==> src/rtl/video_src_arbiter.sv <==
// Frame-synchronous two-source video arbiter: grant moves only on vs rising edges,
// round-robin with a minimum-frame quota. Optional SYNC watchdog: define ARB_TIMEOUT_EN.
module video_src_arbiter #(
    parameter int unsigned RGB_W       = 24,
    parameter int unsigned TIMEOUT_CYC = 4000000
) (
    input  logic             clk,
    input  logic             rst_b,
    input  logic             req_a,
    input  logic             req_b,
    input  logic [3:0]       frame_quota,
    input  logic             vs_a,
    input  logic             hs_a,
    input  logic             de_a,
    input  logic [RGB_W-1:0] rgb_a,
    input  logic             vs_b,
    input  logic             hs_b,
    input  logic             de_b,
    input  logic [RGB_W-1:0] rgb_b,
    output logic             vs_out,
    output logic             hs_out,
    output logic             de_out,
    output logic [RGB_W-1:0] rgb_out,
    output logic [1:0]       grant,
    output logic             timeout_err
);

    typedef enum logic [1:0] {
        ST_IDLE = 2'd0,
        ST_SYNC = 2'd1,
        ST_PASS = 2'd2
    } state_t;

    localparam logic SRC_A = 1'b0;
    localparam logic SRC_B = 1'b1;

    function automatic logic [1:0] f_onehot(input logic src);
        return (src == SRC_B) ? 2'b10 : 2'b01;
    endfunction

    state_t     r_state;
    logic       r_src;
    logic       r_last;
    logic [3:0] r_frame_cnt;
    logic       r_vs_a_d;
    logic       r_vs_b_d;

    state_t     w_state_nxt;
    logic       w_src_nxt;
    logic       w_last_nxt;
    logic [3:0] w_cnt_nxt;
    logic [1:0] w_grant_nxt;
    logic       w_pass;
    logic       w_pass_src;
    logic       w_timeout;

    logic       w_rise_a;
    logic       w_rise_b;
    logic       w_rise_own;
    logic       w_rise_oth;
    logic       w_req_own;
    logic       w_req_oth;
    logic [3:0] w_quota;
    logic       w_sync_expired;

    assign w_rise_a   = vs_a & ~r_vs_a_d;
    assign w_rise_b   = vs_b & ~r_vs_b_d;
    assign w_rise_own = (r_src == SRC_B) ? w_rise_b : w_rise_a;
    assign w_rise_oth = (r_src == SRC_B) ? w_rise_a : w_rise_b;
    assign w_req_own  = (r_src == SRC_B) ? req_b : req_a;
    assign w_req_oth  = (r_src == SRC_B) ? req_a : req_b;
    assign w_quota    = (frame_quota == 4'd0) ? 4'd1 : frame_quota;

`ifdef ARB_TIMEOUT_EN
    localparam int unsigned CNT_W = 32;

    logic [CNT_W-1:0] r_sync_cnt;

    // Cycles spent in SYNC; restarts from zero on every SYNC entry.
    always_ff @(posedge clk) begin
        if (rst_b) begin
            r_sync_cnt <= '0;
        end else if (r_state != ST_SYNC) begin
            r_sync_cnt <= '0;
        end else begin
            r_sync_cnt <= r_sync_cnt + CNT_W'(1);
        end
    end

    assign w_sync_expired = (r_sync_cnt == CNT_W'(TIMEOUT_CYC - 1));
`else
    logic [31:0] w_unused_timeout_cyc;

    assign w_unused_timeout_cyc = 32'(TIMEOUT_CYC);
    assign w_sync_expired       = 1'b0;
`endif

    always_ff @(posedge clk) begin
        if (rst_b) begin
            r_state     <= ST_IDLE;
            r_src       <= SRC_A;
            r_last      <= SRC_B;
            r_frame_cnt <= 4'd0;
            r_vs_a_d    <= 1'b0;
            r_vs_b_d    <= 1'b0;
        end else begin
            r_state     <= w_state_nxt;
            r_src       <= w_src_nxt;
            r_last      <= w_last_nxt;
            r_frame_cnt <= w_cnt_nxt;
            r_vs_a_d    <= vs_a;
            r_vs_b_d    <= vs_b;
        end
    end

    always_comb begin
        w_state_nxt = r_state;
        w_src_nxt   = r_src;
        w_last_nxt  = r_last;
        w_cnt_nxt   = r_frame_cnt;
        w_grant_nxt = grant;
        w_pass      = 1'b0;
        w_pass_src  = r_src;
        w_timeout   = 1'b0;

        case (r_state)
            ST_IDLE: begin
                w_grant_nxt = 2'b00;
                if (req_a || req_b) begin
                    w_state_nxt = ST_SYNC;
                    w_src_nxt   = (req_a && req_b) ? ~r_last : req_b;
                    w_grant_nxt = f_onehot(w_src_nxt);
                end
            end

            ST_SYNC: begin
                if (!w_req_own) begin
                    w_state_nxt = ST_IDLE;
                    w_grant_nxt = 2'b00;
                end else if (w_rise_own) begin
                    w_state_nxt = ST_PASS;
                    w_pass      = 1'b1;
                    w_cnt_nxt   = 4'd1;
                    w_last_nxt  = r_src;
                end else if (w_sync_expired) begin
                    // Hand priority to the other source on the next tie.
                    w_state_nxt = ST_IDLE;
                    w_grant_nxt = 2'b00;
                    w_last_nxt  = r_src;
                    w_timeout   = 1'b1;
                end
            end

            ST_PASS: begin
                w_pass = 1'b1;
                if (w_rise_own) begin
                    if (w_req_own && !(w_req_oth && (r_frame_cnt >= w_quota))) begin
                        w_cnt_nxt = (r_frame_cnt == 4'd15) ? 4'd15 : 4'(r_frame_cnt + 4'd1);
                    end else if (!w_req_own && !w_req_oth) begin
                        w_state_nxt = ST_IDLE;
                        w_pass      = 1'b0;
                        w_grant_nxt = 2'b00;
                    end else begin
                        // Owner's new frame is dropped whole; other source joins on its own vs.
                        w_pass      = 1'b0;
                        w_src_nxt   = ~r_src;
                        w_grant_nxt = f_onehot(~r_src);
                        if (w_rise_oth) begin
                            w_pass      = 1'b1;
                            w_pass_src  = ~r_src;
                            w_cnt_nxt   = 4'd1;
                            w_last_nxt  = ~r_src;
                        end else begin
                            w_state_nxt = ST_SYNC;
                        end
                    end
                end
            end

            default: begin
                w_state_nxt = ST_IDLE;
                w_grant_nxt = 2'b00;
            end
        endcase
    end

    // Registered pipeline outputs: selected source or blank.
    always_ff @(posedge clk) begin
        if (rst_b) begin
            vs_out      <= 1'b0;
            hs_out      <= 1'b0;
            de_out      <= 1'b0;
            rgb_out     <= '0;
            grant       <= 2'b00;
            timeout_err <= 1'b0;
        end else begin
            grant       <= w_grant_nxt;
            timeout_err <= w_timeout;
            if (w_pass) begin
                vs_out  <= (w_pass_src == SRC_B) ? vs_b  : vs_a;
                hs_out  <= (w_pass_src == SRC_B) ? hs_b  : hs_a;
                de_out  <= (w_pass_src == SRC_B) ? de_b  : de_a;
                rgb_out <= (w_pass_src == SRC_B) ? rgb_b : rgb_a;
            end else begin
                vs_out  <= 1'b0;
                hs_out  <= 1'b0;
                de_out  <= 1'b0;
                rgb_out <= '0;
            end
        end
    end

endmodule

==> config.mk <==
export PLATFORM = sky130hd
export DESIGN_NAME = video_src_arbiter
export DESIGN_NICKNAME = d
export VERILOG_FILES = /design/src/rtl/video_src_arbiter.sv
export SDC_FILE = /design/constraint.sdc
export NUM_CORES = 1
export LEC_CHECK = 0
export CORE_MARGIN = 2
export CORE_UTILIZATION = 43
export DETAILED_ROUTE_END_ITERATION = 10
export PLACE_DENSITY_LB_ADDON = 0.12
export SETUP_SLACK_MARGIN = 0.05
export SYNTH_ARGS = -nofsm -noshare
export SYNTH_HDL_FRONTEND = slang
export SYNTH_SLANG_ARGS = --single-unit
==> constraint.sdc <==
create_clock -name clk -period 2.8 [get_ports clk]
set_input_delay 0.56 -clock clk [delete_from_list [all_inputs] [get_ports clk]]
set_output_delay 0.56 -clock clk [all_outputs]
set_load 0.1 [all_outputs]
# --- Word-level counts from Yosys, hierarchy flattened ---
# Index checks and enable logic that the tools add are counted.
word_totals:
  memories: 0
  out_inout_bits: 30
  mem_bits_rw: 0
  regBits: 39
  latch_bits: 0
  romBits: 0
  elab_cells: 111
classes:
  multipliers: 0
  muxes: 58
  magnitude_cmp: 1
  shifts: 0
  reduce_logical: 18
  div_mod_pow: 0
  addsub: 1
  n_bitwise: 7
  eq_ne: 15
op_table:
  columns: ["op", "count"]
  rows:
  - ["$mux W4", 8]
  - ["$mux W1", 29]
  - ["$mux W2", 14]
  - ["$mux W24", 1]
  - ["$ne A2 B2 Y1 const B", 8]
  - ["$ne A3 B3 Y1 const B", 4]
  - ["$pmux W2 S3", 2]
  - ["$reduce_and A5 Y1", 2]
  - ["$pmux W4 S2", 1]
  - ["$reduce_and A7 Y1", 1]
  - ["$pmux W1 S2", 3]
  - ["$reduce_and A6 Y1", 1]
  - ["$not A1 Y1", 5]
  - ["$add A4 B1 Y4 const B", 1]
  - ["$eq A4 B4 Y1 const B", 1]
  - ["$ge A4 B4 Y1", 1]
  - ["$logic_and A1 B1 Y1", 4]
  - ["$logic_not A4 Y1", 1]
  - ["$reduce_bool A2 Y1", 2]
  - ["$logic_not A1 Y1", 3]
  - ["$reduce_and A3 Y1", 1]
  - ["$and A1 B1 Y1", 2]
  - ["$eq A2 B1 Y1 const B", 1]
  - ["$eq A2 B2 Y1 const B", 1]
  - ["3 further kinds", 3]

# --- Depth between registers and ports, before layout ---
# Gate-level depths: netlist of the first run.
depth:
  word_depth: 11
  depth_mapped: 9
  depth_no_buf: 8

# --- Least setup slack after synthesis of the first run ---
# No wires, ideal clock.
synth_path:
  path_type: "input port to flip-flop"
  startpoint: "in frame_quota[3]"
  endpoint: "reg de_out"
  t_arrival_ns: 2.336
  cell_stages: 9
  required_time_ns: 2.730
  n_path_buf: 1
  setup_ns: 0.070
  slack_ns: 0.394
  path_cell_list: "inv_1 a31o_2 ha_1 nor3b_2 o21ai_2 a211oi_4 o311ai_4 buf_2 a21oi_1"
synth_between:
  elab_chain_cells: 11
  elab_cells_between_ends: 15
  cone_classes: "order compare (1); mux (8); bitwise (1); reduce/logical (5)"
synth_rtl:
  columns: ["item", "line", "rtl"]
  rows:
  - ["from (decl)", "11", "input logic [3:0] frame_quota,"]
  - ["$logic_not A4 Y1", "72", "assign w_quota = (frame_quota == 4'd0) ? 4'd1 : frame_quota;"]
  - ["$mux W4 (*)", "72", null]
  - ["$ge A4 B4 Y1 (*)", "157", "if (w_req_own && !(w_req_oth && (r_frame_cnt >= w_quota))) begin"]
  - ["$logic_and A1 B1 Y1 (*)", "157", null]
  - ["$logic_not A1 Y1 (*)", "157", null]
  - ["$logic_and A1 B1 Y1 (*)", "157", null]
  - ["$mux W1", "157", null]
  - ["$mux W1", "156", "if (w_rise_own) begin"]
  - ["$pmux W1 S2", "126", "case (r_state)"]
  - ["$not A1 Y1 (no line)", null, null]
  - ["$reduce_or A2 Y1 (no line)", null, null]
  - ["to (signal assigned)", "202", "de_out <= (w_pass_src == SRC_B) ? de_b : de_a;"]
  - ["to (decl)", "22", "output logic de_out,"]
# Mark *: on every way between the ends. The rest lies on a longest branch, timed or not.
# A chain may end at the register's enable or synchronous reset.

# --- Worst setup path after layout of the first run ---
layout_path:
  startpoint: "in frame_quota[1]"
  endpoint: "reg rgb_out[5]"
layout_between:
  elab_chain_cells: 11
  elab_cells_between_ends: 15
  cone_classes: "order compare (1); mux (8); bitwise (1); reduce/logical (5)"
layout_rtl:
  columns: ["item", "line", "rtl"]
  rows:
  - ["$logic_not A4 Y1", "72", null]
  - ["$mux W4 (*)", "72", null]
  - ["$ge A4 B4 Y1 (*)", "157", null]
  - ["$logic_and A1 B1 Y1 (*)", "157", null]
  - ["$logic_not A1 Y1 (*)", "157", null]
  - ["$logic_and A1 B1 Y1 (*)", "157", null]
  - ["$mux W1", "157", null]
  - ["$mux W1", "156", null]
  - ["$pmux W1 S2", "126", null]
  - ["$not A1 Y1 (no line)", null, null]
  - ["$reduce_or A2 Y1 (no line)", null, null]
  - ["to (signal assigned)", "203", "rgb_out <= (w_pass_src == SRC_B) ? rgb_b : rgb_a;"]
  - ["to (decl)", "23", "output logic [RGB_W-1:0] rgb_out,"]
# Marks and branches as above.

==> results of run 1 <==
-- critical path, cell delays in order --
cell and delay, ns:
clkdlybuf4s50_1 0.45, inv_1 0.04, buf_4 0.12, ha_1 0.26
o211ai_1 0.35, o21ai_2 0.15, a211oi_4 0.39, o311ai_4 0.18
clkbuf_16 0.22, a21oi_1 0.12
-- layout make-up --
type	count	share of cell area (%)
Inverter	12	1.33
Timing Repair Buffer	110	31.4
Multi-Input combinational cell	197	39.1
Clock buffer	6	2.14
Sequential cell	39	23.1
Clock inverter	2	0.370
Tap cell	70	2.59
-- registers in the layout, summed over array words and instances (netlist names) --
| signal | flops |
|---|---|
| r_state | 2 |
| vs_out | 1 |
| r_last | 1 |
| rgb_out | 24 |
| hs_out | 1 |
| r_vs_a_d | 1 |
| r_src | 1 |
| grant | 2 |
| r_vs_b_d | 1 |
| r_frame_cnt | 4 |
| de_out | 1 |
-- synth_stat cells, types with 2 or more instances --
master	count
a32oi_1	2
nand2_1	8
nand2b_1	4
o21a_1	3
a21oi_2	2
o21ai_1	2
o21ai_0	59
inv_1	11
buf_4	3
a211o_1	2
o41ai_1	2
ha_1	9
a21oi_1	33
nor2b_1	6
a41o_1	2
o21ai_2	2
o211a_1	2
or3_1	5
buf_2	8
o211ai_1	5
o311ai_0	2
nor2_1	6
dfxtp_1	39
and3_1	2
a211oi_1	2
a22oi_1	2
clkbuf_1	6
nand3b_1	3
nand3_1	4
-- where the power goes --
part           switching (W)  internal [W]  leakage, nW
combinational       0.000530      0.000343        0.982
clock               0.000200      0.000174       0.0412
sequential         0.0000368      0.000597        0.316
total               0.000767       0.00111         1.34
-- worst min path at each step --
stage | cells after the start | start | to | slack [ns]
6_report | 2 | grant[0] | grant[0] | 0.48
5_1_grt | 2 | grant[0] | grant[0] | 0.50
4_1_cts | 2 | grant[0] | grant[0] | 0.48
3_5_place_dp | 2 | grant[0] | grant[0] | 0.47
3_3_place_gp | 2 | grant[1] | grant[1] | 0.46
2_1_floorplan | 2 | r_frame_cnt[3] | r_frame_cnt[3] | 0.50
-- logic make-up after synthesis --
group	after synthesis
buf+inv	29
simple gates	49
flops	39
compound gates	138
fa+ha+maj	9
other cells	1
-- metrics by stage --
step	total power, W	hold WS [ns]	util (%)
after global routing	0.00199	0.504	67.1
after floorplan	0.00120	0.497	-
final	0.00188	0.477	67.1
after CTS	0.00187	0.484	65.5
after detailed placement	0.00149	0.474	63.8
after global placement	0.00148	0.460	63.8
-- routing by layer --
layer	track usage, %	vias to the layer above	share of wire (%)
met5	0	-	0
met4	5.46	0	1.1
met3	4.89	7	6.0
met2	35.5	83	48
met1	28.3	1129	45
li1	-	1193	-
-- timing repair --
item                       CTS  global route
setup endpoints to repair    0            30
setup buffers                0             1
gates resized for setup      0             3
==> results.ini, run 1 <==
[worst_hold_path]
hold_path.class = flop to flop

[die]
start_util_pct = 43.8
die_h_microns = 75.7
rows = 26
io_pins = 92
die-area_sq_um = 5730
dieWidth_microns = 75.7
coreArea_sq_um = 5040

[clock_network]
tritoncts = done
cts_sinks = 39
holdBufCountCts = 0
clock_latency_ns = 0.29
cts-root-buf = clkbuf_8
cts.path.max_buffers = 2
path_clk_slew_ns = 0.08
cts-htree-levels = 2
cts-buffers-inserted = 5

[route]
drt_wl_total_microns = 6650
ant_nets = 0
wire_per_inst_microns = 15.2
drc = 0
firstDrtPassIters = 4
routed-via-count = 2412
viasPerCell = 5.53
drt_iter0_drc = 202

[worst_setup_path]
required_ns = 3.02
critical_path_class = input pin to flop
timing.critical_path.to = rgb_out[5]
r2r_end = rgb_out[5]
worstSetupStartpointType = input pin
r2r-start = r_src
rr_worst_depth = 6
crit_start = frame_quota[1]
rrSetupSlack_ns = 0.49
worstPathArrival_ns = 2.86
crit_fanout = 13
worstSetupEndpointType = flop

[logic_synthesis]
synth_simple_gate_area_share_pct = 13.2
syn-mean-instance-area_sq_um = 8.34
synth_nets = 336
ys_seq_area_share_pct = 35.3
yosys_warnings = 0
synth_xor_area_share_pct = 0
synth.largest_area_cell = dfxtp_1
synth-adder-area-share_pct = 5.09
syn_area_sq_um = 2210
synth_top_flop_cell = dfxtp_1
ys_seq_elements = 39
synth-edff-count = 0
synth_top_area_share_pct = 35.3
synthTopCellsByArea = dfxtp_1 (35%), o21ai_0 (13%), a21oi_1 (7.5%)
async_flop_share_pct = 0
synth_mux_area_share_pct = 0
synth_top_family_by_area = compound AO/OA/AOI/OAI gates
synth_compound_area_share_pct = 40.3
synth_cells = 265
synth_cell_types = 58

[timing]
rsz0062_at_grt = no
min_period_over_period_pct = 94.1
tightest_slew_ns = 0.605
setup-tns-final_ns = 0
skew_ns = 0.00582
timing.fmax_mhz = 379
drv_slew = 0
setup_viol = 0
finalCriticalPeriod_ns = 2.64
hold_violations = 0
relSlewSlack_pct = 59.7
fin_ws_ns = 0.164

[finish]
multi_input_area_sq_um = 1320
regArea_sq_um = 781
fin_cells = 436
nNetsFinal = 436
syn_to_final_growth_pct = 53.1
fillers = 402
final_cell_mix = clkdlybuf4s50_1 (61), o21ai_0 (59), buf_4 (43), dfxtp_1 (39), a21oi_1 (32)
diodes = 0
fin_area_sq_um = 3380
final_common_cell = clkdlybuf4s50_1
drive_gt1_share_pct = 20.5

[global_routing]
grt_pass1_vias = 2109
antenna_found_initial = 0
overflow = 0
grt_pass1_wl_microns = 9630
grt_max_degree = 28
gr-usage-all-layers_pct = 21.4

[power_and_ir_drop]
vdd_drop_max_mv = 0.309
powerDensity_nw_per_um2 = 556
power.leakage_nw = 1.34

[placement]
dpl_cell_area_sq_um = 3220
post-place-cells = 425
dp_hpwl_microns = 4500
port_buffers = 90
post-place-ws_ns = -0.175
gp_congestion = 0.864

[run_status]
status = finished clean

[run]
cap_violations = 0

Power figures use the tool's default switching activity.
==> inputs of run 2 (changes only) <==
SLEW_MARGIN = 20   (was unset)
==> results of run 2 <==
No change in the layout: final DEF, timing and power equal those of run 1.
